<file path="src/rtl/pb_click_decoder.sv">
// Classifies button release pulses as single or double clicks and keeps a
// wrap-around mode register: single click advances it, double click clears it.
module pb_click_decoder #(
    parameter int DBL_WIN   = 25000,
    parameter int HOLD      = 10000,
    parameter int NUM_MODES = 4,
    parameter int CNT_W     = 16,
    parameter int MODE_W    = 2
) (
    input  logic              clk,
    input  logic              rst,
    input  logic              released,
    input  logic              en,
    output logic              single_click,
    output logic              double_click,
    output logic [MODE_W-1:0] mode,
    output logic              busy
);

    localparam logic [CNT_W-1:0]  WIN_LAST  = CNT_W'(DBL_WIN);
    localparam logic [CNT_W-1:0]  HOLD_LAST = CNT_W'(HOLD);
    localparam logic [MODE_W-1:0] MODE_LAST = MODE_W'(NUM_MODES - 1);

    typedef enum logic [1:0] {
        IDLE    = 2'd0,
        WAIT2   = 2'd1,
        HOLDOFF = 2'd2
    } state_t;

    state_t           state;
    logic [CNT_W-1:0] cnt;

    function automatic logic [MODE_W-1:0] next_mode(input logic [MODE_W-1:0] m);
        return (m == MODE_LAST) ? '0 : m + MODE_W'(1);
    endfunction

    always_ff @(posedge clk or posedge rst) begin
        if (rst) begin
            state        <= IDLE;
            cnt          <= '0;
            single_click <= 1'b0;
            double_click <= 1'b0;
            mode         <= '0;
        end else begin
            single_click <= 1'b0;
            double_click <= 1'b0;
            if (!en) begin
                state <= IDLE;
                cnt   <= '0;
            end else begin
                case (state)
                    IDLE: begin
                        if (released) begin
                            state <= WAIT2;
                            cnt   <= CNT_W'(1);
                        end
                    end
                    WAIT2: begin
                        // A release on the last window cycle beats the timeout.
                        if (released) begin
                            double_click <= 1'b1;
                            mode         <= '0;
                            state        <= HOLDOFF;
                            cnt          <= CNT_W'(1);
                        end else if (cnt >= WIN_LAST) begin
                            single_click <= 1'b1;
                            mode         <= next_mode(mode);
                            state        <= IDLE;
                            cnt          <= '0;
                        end else begin
                            cnt <= cnt + CNT_W'(1);
                        end
                    end
                    HOLDOFF: begin
                        if (cnt >= HOLD_LAST) begin
                            state <= IDLE;
                            cnt   <= '0;
                        end else begin
                            cnt <= cnt + CNT_W'(1);
                        end
                    end
                    default: begin
                        state <= IDLE;
                        cnt   <= '0;
                    end
                endcase
            end
        end
    end

    assign busy = (state != IDLE);

endmodule

</file>
<file path="config.mk">
export PLATFORM = sky130hd
export DESIGN_NAME = pb_click_decoder
export DESIGN_NICKNAME = d
export VERILOG_FILES = /design/src/rtl/pb_click_decoder.sv
export SDC_FILE = /design/constraint.sdc
export NUM_CORES = 1
export LEC_CHECK = 0
export CAP_MARGIN = 20
export CORE_AREA = 2 2 54 56
export DETAILED_ROUTE_END_ITERATION = 8
export DIE_AREA = 0 0 56 58
export PLACE_DENSITY = 0.67
export SYNTH_ARGS = -nofsm -noshare
export SYNTH_HDL_FRONTEND = slang
export SYNTH_SLANG_ARGS = --single-unit
</file>
<file path="constraint.sdc">
create_clock -name clk -period 3.5 [get_ports clk]
set_input_delay 0.7 -clock clk [delete_from_list [all_inputs] [get_ports clk]]
set_output_delay 0.7 -clock clk [all_outputs]
set_load 0.03 [all_outputs]
</file>
==> key figures <==
Detailed routing
  – Vias/cell: 5.61
  – DRC violations left: 0
  – Detailed Route Iter0 Violations: 16
  – Post-DRT Antenna Nets: 0
  – Via count: ~1000
  – DR pass1 iterations: 4
  – WL final: 2490 um
  – Wirelength per Cell: 14.2 um

Clock tree
  – Root Driver: clkbuf_4
  – Postcts setup bufs: 0
  – # resized after CTS: 0
  – Worst-skew pair later-pin latency: 0.31 ns
  – Cts bufs inserted: 3
  – Clock sinks: 22
  – H-tree Lvls: 1
  – CTS tree: done
  – Worst-path clk slew: 0.12 ns
  – Post-CTS Hold Buffers: 0
  – Worst-case clock buffer depth: 2

Global route
  – Vias in the first global route: 988
  – Pin count of the biggest net entering global routing: 23
  – Initial antenna violation count: 0
  – Gr ovfl total: 0
  – Tot GR Track Use: 0.172
  – First-pass GRT wire length: 4450 um

Setup path
  – CP Capture Type: register
  – Slowest cell delay on critical path: 0.59 ns
  – Critical R2R Capture: cnt[13]$_DFFE_PP0P_
  – R2r setup slk: 1.53 ns
  – CP startpoint kind: input pin
  – CP max FO: 8
  – Crit-path slowest cell: clkdlybuf4s50_1
  – Crit path from: en
  – Type of the worst setup path: input pin to register
  – Cell family with most CP delay: compound AO/OA/AOI/OAI gates
  – Crit path DAT: 2.65 ns
  – Worst reg-to-reg path cell count: 5
  – Crit path buf inv count: 1
  – Critical R2R Launch: cnt[5]$_DFFE_PP0P_
  – Crit. path cell count: 6
  – CP Cell Sequence: clkdlybuf4s50_1 > nand3b_4 > or3_4 > o31ai_2 > a21oi_1 > o21ai_0
  – Required @ worst endpoint: 3.74 ns
  – Worst setup path end: cnt[13]$_DFFE_PP0P_

Timing
  – Slew HR: 0.452
  – Setup WS post-layout: 1.08 ns
  – Slew of the pin with the lowest slew margin: roughly 0.82 ns
  – Final setup vio count: 0
  – Final Max Slew Viols: 0
  – Final hold violation count: 0
  – Fmax: 414 MHz
  – Max Clock Skew: ~0.0011 ns
  – Setup TNS Final: 0 ns
  – RSZ-0062 raised after global routing: no
  – Post-route clock period utilization: 0.690
  – Crit path time final: 2.42 ns

Run status
  – Status: complete, no violations

Die
  – Initial Util: 0.474
  – Core ar.: 2660 um2
  – Die H: 58 um
  – Die X-Extent: ~56 um
  – IO Pins: 9
  – Die area: 3250 um2
  – Num rows: 19

Synthesis
  – Post-Synthesis Cells: 136
  – Distinct cell type count after synthesis: 36
  – Synthesized area per cell: 9.28 um2
  – Synth warnings: 0
  – Synth Cell Area: 1260 um2
  – Synthesized net count: 143
  – Synth Register Bits: 22
  – Sequential-to-total area share from yosys stat: 0.436

Min path
  – Hold path start: cnt[14]$_DFFE_PP0P_
  – Hold Crit Class: register to register

Cells and area
  – Commonest cells after routing, fill and taps aside: dfrtp_1, o21ai_0, nand2_1, inv_1
  – Most common cell after layout, fill and taps aside: dfrtp_1
  – Layout cell share with drive strength beyond 1: 0.0694
  – ANT cells: 0
  – Area delta synth->final: 9.71%
  – Final layout net count: between 150 and 200

Run
  – Max cap viols: 0

Power
  – Static leakage: 0.583 nW
  – Maximum vdd drop: approximately 0.00023 V
  – Power Density: around 320 nW/um2

Placement
  – PortBufs: 8
  – GPL Wtd Cong: roughly 0.84
  – DPL Wire Length: 1760 um
  – Worst slack, placed: 0.797 ns
## power by group
group          internal, W  switching, W
sequential        0.000258    0.00000564
clock            0.0000403     0.0000785
combinational    0.0000206     0.0000338
total             0.000319      0.000118
## Yosys cell counts
| library cell | instances | area share |
|---|---|---|
| nand4_1 | 2 | 0.0099 |
| ha_1 | 3 | 0.030 |
| a21o_1 | 3 | 0.018 |
| nor4_4 | 1 | 0.017 |
| nand3_1 | 6 | 0.024 |
| o31ai_1 | 1 | 0.0059 |
| or3_1 | 8 | 0.040 |
| nand2_1 | 12 | 0.036 |
| a21o_2 | 1 | 0.0069 |
| buf_6 | 1 | 0.0089 |
| nor4_1 | 3 | 0.015 |
| a31oi_1 | 1 | 0.0050 |
| inv_1 | 11 | 0.033 |
| and3_1 | 3 | 0.015 |
| nand3b_4 | 1 | 0.016 |
| nor3b_1 | 3 | 0.018 |
| o21ai_0 | 19 | 0.075 |
| nor3_1 | 4 | 0.016 |
| and2_1 | 1 | 0.0050 |
| o21a_1 | 1 | 0.0059 |
| xor2_1 | 1 | 0.0069 |
| mux2i_1 | 1 | 0.0079 |
| nor2b_1 | 1 | 0.0050 |
| xnor2_1 | 2 | 0.014 |
| o2111ai_1 | 2 | 0.014 |
| nor2_1 | 6 | 0.018 |
| o31a_4 | 1 | 0.014 |
| dfrtp_1 | 22 | 0.44 |
| a21oi_1 | 6 | 0.024 |
| nor4b_1 | 1 | 0.0069 |
| clkbuf_1 | 2 | 0.0059 |
| o31ai_2 | 1 | 0.0099 |
| a211oi_2 | 1 | 0.0099 |
| and4_1 | 1 | 0.0069 |
| a22o_1 | 2 | 0.014 |
| or3_4 | 1 | 0.0089 |
## layout make-up
class	count	area, um2
Sequential cell	22	551
Fill cell	255	1280
Inverter	11	41.3
Clock buffer	3	22.5
Tap cell	31	38.8
Timing Repair Buffer	8	80.1
Multi-Input combinational cell	100	652
## sequential cells by signal (all words and copies together) (netlist names)
register      flops
single_click      1
cnt              16
state             2
double_click      1
mode              2
## through the flow
stage / power (W) / instance area, um2 / utilization / std cells / hold WS, ns
floorplan: 0.000307 / 1260 / - / 136 / 0.488
global placement: 0.000323 / 1360 / 0.512 / 172 / 0.512
detailed placement: 0.000323 / 1360 / 0.512 / 172 / 0.523
CTS: 0.000439 / 1390 / 0.520 / 175 / 0.554
global route: 0.000459 / 1390 / 0.520 / 175 / 0.584
finish: 0.000437 / 1390 / 0.520 / 175 / 0.556
## logic make-up (layout without fill, tap and decap cells)
group                    after synthesis  count (layout)  synth area share
adder cells (fa/ha/maj)                3               3            0.0297
multiplexers                           1               1           0.00793
AND/OR/NAND/NOR                       54              54             0.256
flip-flops                            22              22             0.436
AO/OA/AOI/OAI                         39              39             0.202
buffers and inverters                 14              22            0.0476
XOR/XNOR                               3               3            0.0208
## worst min path at each step
| stage | slack [ns] | cells past startpoint | endpoint |
|---|---|---|---|
| floorplan | 0.49 | 1 | cnt[2]$_DFFE_PP0P_ |
| global placement | 0.51 | 1 | cnt[2]$_DFFE_PP0P_ |
| detailed placement | 0.52 | 1 | mode[1]$_DFFE_PP0P_ |
| CTS | 0.55 | 1 | cnt[14]$_DFFE_PP0P_ |
| global route | 0.58 | 1 | cnt[14]$_DFFE_PP0P_ |
| finish | 0.56 | 1 | cnt[14]$_DFFE_PP0P_ |
## routing by layer
layer | vias up | wire (um) | track usage
met5 | - | 0 | 0
met4 | 0 | 31 | 0.0884
met3 | 4 | 37 | 0.0223
met2 | 15 | 1170 | 0.271
met1 | 451 | 1240 | 0.236
li1 | 512 | - | -
Power figures use the tool's default switching activity.
